**src/rtl/rca_share_sched.sv**
```systemverilog
// ---------------------------------------------------------------------------
// rca_share_sched
//
// Purpose
//   Performs WIDTH-bit additions (a + b + cin) by time-multiplexing a single
//   4-bit ripple-carry adder, one nibble per clock, least significant nibble
//   first. Two requesters share the adder under round-robin arbitration. The
//   result is returned on a single port, tagged with the id of the requester
//   that issued the operation.
//
// Handshakes
//   Both ports use valid/ready. A transfer happens on a rising clock edge where
//   valid and ready are both high. A requester may hold valid for as long as it
//   likes; it is simply stalled while the adder is busy. The result port holds
//   res_sum/res_cout/res_id stable while res_valid is high, until the consumer
//   takes the result with res_ready.
//
// Ports
//   clk        in   1      rising-edge clock
//   rst        in   1      synchronous, active-high reset
//   req_valid  in   2      bit k: requester k presents operands
//   req_ready  out  2      bit k: requester k is granted (IDLE only, one-hot)
//   req0_a/b   in   WIDTH  requester 0 operands
//   req1_a/b   in   WIDTH  requester 1 operands
//   req_cin    in   2      bit k: carry-in of requester k
//   res_valid  out  1      result available
//   res_ready  in   1      consumer accepts result
//   res_sum    out  WIDTH  (a + b + cin) mod 2^WIDTH
//   res_cout   out  1      carry out of bit WIDTH-1
//   res_id     out  1      requester that issued the result
//   busy       out  1      an operation is in progress or awaiting hand-off
// ---------------------------------------------------------------------------

// 4-bit ripple-carry adder shared by all nibble passes.
module rca_adder (
    input  logic [3:0] a,
    input  logic [3:0] b,
    input  logic       cin,
    output logic [3:0] sum,
    output logic       cout
);
    always_comb begin
        logic [4:0] c;
        c    = 5'b0;
        sum  = 4'b0;
        c[0] = cin;
        for (int i = 0; i < 4; i++) begin
            sum[i]   = a[i] ^ b[i] ^ c[i];
            c[i + 1] = (a[i] & b[i]) | (a[i] & c[i]) | (b[i] & c[i]);
        end
        cout = c[4];
    end
endmodule

module rca_share_sched #(
    parameter int WIDTH = 16
) (
    input  logic             clk,
    input  logic             rst,
    input  logic [1:0]       req_valid,
    output logic [1:0]       req_ready,
    input  logic [WIDTH-1:0] req0_a,
    input  logic [WIDTH-1:0] req0_b,
    input  logic [WIDTH-1:0] req1_a,
    input  logic [WIDTH-1:0] req1_b,
    input  logic [1:0]       req_cin,
    output logic             res_valid,
    input  logic             res_ready,
    output logic [WIDTH-1:0] res_sum,
    output logic             res_cout,
    output logic             res_id,
    output logic             busy
);
    localparam int NIB  = WIDTH / 4;
    localparam int IDXW = (NIB > 1) ? $clog2(NIB) : 1;

    typedef enum logic [1:0] {
        IDLE = 2'd0,
        RUN  = 2'd1,
        DONE = 2'd2
    } state_t;

    state_t            state;
    state_t            state_next;

    logic [WIDTH-1:0]  a_q;
    logic [WIDTH-1:0]  b_q;
    logic [IDXW-1:0]   idx;
    logic              carry;
    logic              last_grant;

    logic [1:0]        grant;
    logic              grant_id;
    logic              accept;
    logic              last_nib;

    logic [3:0]        nib_a;
    logic [3:0]        nib_b;
    logic [3:0]        nib_sum;
    logic              nib_cout;

    // Round-robin: a lone requester always wins; on contention the requester
    // that did not win last time is granted. last_grant resets to 1 so that
    // requester 0 wins the first contention after reset.
    always_comb begin
        grant = 2'b00;
        case (req_valid)
            2'b01:   grant = 2'b01;
            2'b10:   grant = 2'b10;
            2'b11:   grant = last_grant ? 2'b01 : 2'b10;
            default: grant = 2'b00;
        endcase
    end

    assign grant_id  = grant[1];
    assign req_ready = (state == IDLE) ? grant : 2'b00;
    assign accept    = |(req_valid & req_ready);
    assign last_nib  = (idx == IDXW'(NIB - 1));

    assign nib_a = a_q[4*idx +: 4];
    assign nib_b = b_q[4*idx +: 4];

    rca_adder u_adder (
        .a    (nib_a),
        .b    (nib_b),
        .cin  (carry),
        .sum  (nib_sum),
        .cout (nib_cout)
    );

    // Next-state logic
    always_comb begin
        state_next = state;
        unique case (state)
            IDLE:    if (accept)    state_next = RUN;
            RUN:     if (last_nib)  state_next = DONE;
            DONE:    if (res_ready) state_next = IDLE;
            default:                state_next = IDLE;
        endcase
    end

    assign res_valid = (state == DONE);
    assign busy      = (state != IDLE);

    // State register and datapath
    always_ff @(posedge clk) begin
        if (rst) begin
            state      <= IDLE;
            a_q        <= '0;
            b_q        <= '0;
            idx        <= '0;
            carry      <= 1'b0;
            last_grant <= 1'b1;
            res_sum    <= '0;
            res_cout   <= 1'b0;
            res_id     <= 1'b0;
        end else begin
            state <= state_next;
            case (state)
                IDLE: begin
                    if (accept) begin
                        // Operands are copied here so later changes on the
                        // request inputs cannot disturb the running add.
                        a_q        <= grant_id ? req1_a : req0_a;
                        b_q        <= grant_id ? req1_b : req0_b;
                        carry      <= req_cin[grant_id];
                        res_id     <= grant_id;
                        last_grant <= grant_id;
                        idx        <= '0;
                    end
                end
                RUN: begin
                    res_sum[4*idx +: 4] <= nib_sum;
                    carry               <= nib_cout;
                    if (last_nib) begin
                        res_cout <= nib_cout;
                        idx      <= '0;
                    end else begin
                        idx <= idx + 1'b1;
                    end
                end
                default: ;
            endcase
        end
    end
endmodule

```
**config.mk**
```make
export PLATFORM = sky130hd
export DESIGN_NAME = rca_share_sched
export DESIGN_NICKNAME = d
export VERILOG_FILES = /design/src/rtl/rca_share_sched.sv
export SDC_FILE = /design/constraint.sdc
export NUM_CORES = 1
export LEC_CHECK = 0
export ABC_AREA = 1
export CELL_PAD_IN_SITES_DETAIL_PLACEMENT = 2
export CELL_PAD_IN_SITES_GLOBAL_PLACEMENT = 2
export CORE_UTILIZATION = 27
export CTS_CLUSTER_DIAMETER = 80
export DETAILED_ROUTE_END_ITERATION = 10
export GPL_TIMING_DRIVEN = 1
export HOLD_SLACK_MARGIN = 0.03
export PLACE_DENSITY_LB_ADDON = 0.05
export SETUP_SLACK_MARGIN = 0.3
export SLEW_MARGIN = 20
export SYNTH_ARGS = -nofsm -noshare
export SYNTH_HDL_FRONTEND = slang
export SYNTH_SLANG_ARGS = --single-unit
```
**constraint.sdc**
```tcl
create_clock -name clk -period 5.57 [get_ports clk]
set_input_delay 1.114 -clock clk [delete_from_list [all_inputs] [get_ports clk]]
set_output_delay 1.114 -clock clk [all_outputs]
set_load 0.05 [all_outputs]
```
# Yosys cells after proc, flatten, opt, wreduce, memory -nomap -nowiden
# Cells that the tools add are included.
word_totals:
  out_inout_bits: 22
  inputBits: 71
  wordCells: 79
  reg_bits: 56
classes:
  n_reduce_logical: 8
  n_mux: 17
  add_sub_neg: 2
  n_eq_ne: 9
  bitwise_logic: 29
  n_lt_le_gt_ge: 1
  shift: 4
ops:
  columns: ["operator", "n"]
  rows:
  - ["$neg 4->34", 1]
  - ["$shift 4x34->16 const A", 1]
  - ["$shiftx 4x34->16", 1]
  - ["$mux 16", 2]
  - ["$shiftx 16x5->4", 2]
  - ["$bwmux 16", 1]
  - ["$mux 2", 7]
  - ["$and 1x1->1", 12]
  - ["$pmux 2 s3", 2]
  - ["$eq 2x2->1 const B", 4]
  - ["$or 1x1->1", 8]
  - ["$xor 1x1->1", 8]
  - ["$reduce_and 2->1", 3]
  - ["$eq 2x1->1 const B", 2]
  - ["$ne 2x2->1 const B", 2]
  - ["$pmux 2 s2", 1]
  - ["$reduce_bool 2->1", 2]
  - ["$mux 1", 3]
  - ["$reduce_and 3->1", 1]
  - ["$add 2x1->2 const B", 1]
  - ["$and 2x2->2", 1]
  - ["$logic_not 2->1", 1]
  - ["$lt 1x2->1 const B", 1]
  - ["$ne 2x1->1 const B", 1]
  - ["other kinds (2)", 2]

# Depth between registers and ports, before layout
depth:
  depth_word: 14
  ltp_mapped: 16
  mapped_depth_nobuf: 15

# By module
# A second synthesis with hierarchy kept.
unflattened:
  hier_cells: 486
  area_unflattened_um2: 3088.0
modules_own_cells:
  columns: ["mod", "cells_per_inst", "seq_area_each_um2", "n_inst", "area_per_inst_um2"]
  rows:
  - ["rca_share_sched", 472, 1121.1, 1, 2970.3]
  - ["rca_adder", 14, 0.0, 1, 117.6]

# Least setup slack after synthesis
# No wires, ideal clock.
synth_timing:
  path_type: "input to output"
  start: "in req_valid[1]"
  end: "out req_ready[0]"
  path_stages: 4
  slack_ns: 2.459
  path_buffers: 1
  t_arrival_ns: 1.997
  t_required_ns: 4.456
  path_cell_list: "buf_6 -> nand2_1 -> nand2_1 -> nor2_1"
synth_between:
  elab_chain_cells: 3
  word_cells_on_any_way: 5
  classes_between: "eq/ne: 3; mux: 2"
synth_lines:
  columns: ["element", "line_no", "source"]
  rows:
  - ["from (decl)", "60", "input logic [1:0] req_valid,"]
  - ["$eq 2x2->1 / $eq 2x1->1 (equally long branches)", "107", "case (req_valid)"]
  - ["$pmux 2 s3 (*)", "107", null]
  - ["$mux 2 (*)", "116", "assign req_ready = (state == IDLE) ? grant : 2'b00;"]
  - ["to (decl)", "61", "output logic [1:0] req_ready,"]
# Mark *: on every way between the ends. The rest lies on a longest branch, timed or not.

# Worst setup path after layout
# Ends and elaborated chain as after synthesis.

==> run summary <==
Port Buffers - 92
Clk slew on worst S/H paths - 0.10 ns
DR WL/cell - 14.1 um
Post-route DRC violation count - 0
Routed via count - 3120
Postcts setup bufs - 0
Worst Hold Class - register to register
WP data required - 4.46 ns
Cell Area, Placed - 0.00397 mm^2
Root buf cell - clkbuf_8
Post-Layout Inst Area - 0.00407 mm^2
Seq/Total Area, Yosys - 37.1%
Num CTS Buffers - 5
Area growth, synth to finish - 34.7%
Drt first pass iters - 4
Die span in x - 108 um
Setup WS pre-CTS - 1.52 ns
Final hold vios - 0
Synthesis-stage register bit count - 56
Max-slew violation count - 0
Maxcap violations - 0
CP max stage delay - 0.69 ns
Worst-Skew Late Latency - 0.31 ns
I/O Pins - 93
Largest net degree at the start of global routing - 41
Buffer depth of the longest clock path - 2
# resized after CTS - 0
Post-Route Skew - 0.00851 ns
Initial Util - 27.8%
H-tree depth - 2
DP HPWL - 7050 um
Layout cells sized above 1 - 3.28%
Cell breakdown of the critical path - clkdlybuf4s50_1 -> buf_4 -> nand2_1 -> nand2_1 -> nor2_1 -> clkdlybuf4s50_1
TritonCTS clock tree - done
Core Footprint - 0.0109 mm^2
Pwr Density - 252 mW/mm^2
Final setup vio count - 0
Num rows - 38
F_max - 247 MHz
Antenna violations before repair - 0
Grt ovf - 0
Final critical-path share of the clock period - 72.5%
Setup CP Type - primary input to primary output
CP endpoint kind - primary output
CTS Sinks - 56
Die area - 0.0116 mm^2
Non-filler instance count after layout - 658
Layout Nets - 598
Slowest-stage cell, CP - clkdlybuf4s50_1
DR iter-0 viols - 141
Setup TNS - 0 ns
Rel. slew slack - 33.0%
Setup crit start kind - primary input
GRT Overall Usage - 16.8%
Routability cong. - 0.737
Die height - 108 um
Final Util - 37.4%
Total chip power - 1.03 mW
Fin crit period - 4.04 ns
Worst Tran Pin Value - 1.00 ns
Ant. Diodes - 0
Via density - 4.74
First-pass GRT wire length - 15800 um
Peak supply drop - 0.114 mV
Worst path arrival time - 2.93 ns
Synthesized area per cell - 6.83 um^2
Family with the most delay on the worst path - buffers and inverters
WP buf/inv - 3
Hold Slack - 0.473 ns
Vias in the first global route - 3251
Hold buffers post-CTS - 0
Synth Net Count - 524
Leakage - 1.72 nW
Distinct cells, synth - 28
Inst Count DP - 650
Synth warnings - 0
Run status - finished, final reports clean
Crit-path max FO - 39
RSZ-0062 raised after global routing - false
WL final - 9290 um
Antenna-violating nets left - 0
Setup ws final - 1.53 ns
Setup slack, reg-to-reg - 2.20 ns
Post-Synthesis Cells - 443
Post-Syn Area - 0.00302 mm^2
[kinds of logic after synthesis]
logic type	synth area share (%)
flip-flops	37.1
buffers and inverters	8.73
AO/OA/AOI/OAI	15.7
adder cells (fa/ha/maj)	5.13
AND/OR/NAND/NOR	33.4
[worst min-delay path, cell delays in order, from the launching register on]
cell and delay, ns:
dfxtp_1 0.32, nand2_1 0.06, a21oi_1 0.05
[layer usage]
| layer | wire length, um | vias up | track usage (%) |
|---|---|---|---|
| met4 | 105 | 0 | 3.91 |
| met2 | 4370 | 76 | 29.6 |
| met1 | 4540 | 1442 | 21.8 |
| met3 | 272 | 9 | 2.06 |
| met5 | 0 | - | 0 |
| li1 | - | 1593 | - |
[synth_stat cells (all sizes together)]
library cell / number / area, um^2
a21oi: 19 / 95.1
nand4: 4 / 25.0
nand3: 42 / 223
ha: 6 / 75.1
nor3: 2 / 10.0
a32o: 4 / 40.0
nand2: 102 / 390
nor2: 91 / 354
o211ai: 2 / 15.0
o21ai: 47 / 246
clkbuf: 8 / 30.0
fa: 4 / 80.1
inv: 25 / 96.4
dfxtp: 56 / 1120
a22oi: 6 / 45.0
buf: 19 / 138
o21a: 1 / 7.51
o22ai: 4 / 25.0
nand3b: 1 / 7.51
[power breakdown]
| group | switching [mW] | internal [mW] |
|---|---|---|
| clock | 0.135 | 0.134 |
| combinational | 0.179 | 0.125 |
| sequential | 0.0203 | 0.433 |
[path summary, 6_finish.rpt]
kind,start,end,depth (start not counted)
max reg2reg,idx[1],res_sum[7],13
max,req_valid[1],req_ready[0],6
min reg2reg,res_id,res_id,2
min,res_id,res_id,2
[layout make-up]
cell class / count / area, um^2
multi-input cells: 335 / 1640
well taps: 140 / 175
clock buffers: 6 / 72.6
flip-flops and latches: 56 / 1120
clock inverters: 2 / 35.0
repair buffers: 94 / 933
inverters: 25 / 96.3
fillers: 1323 / 6820
[cell usage in the layout (no fill, tap or decap), types with 2 or more instances in the layout]
master | netlist | final
o21ai_1 | 4 | 4
fa_1 | 4 | 4
buf_4 | 2 | 3
o22ai_1 | 4 | 4
nor2_2 | 2 | 2
nand3_1 | 41 | 41
a32o_1 | 4 | 4
nor3_1 | 2 | 2
a22oi_1 | 6 | 6
a21oi_1 | 19 | 19
nor2_1 | 88 | 88
dfxtp_1 | 56 | 56
o211ai_1 | 2 | 2
inv_1 | 24 | 24
clkdlybuf4s50_1 | 0 | 91
nand4_1 | 4 | 4
nand2_1 | 101 | 101
clkbuf_8 | 0 | 5
o21ai_0 | 42 | 42
ha_1 | 6 | 6
[sequential cells by signal, summed over array words and instances (netlist names)]
register    cells
state           2
last_grant      1
idx             2
a_q            16
res_sum        16
res_cout        1
b_q            16
res_id          1
carry           1
Note: power is estimated with default switching activity, not from simulation.
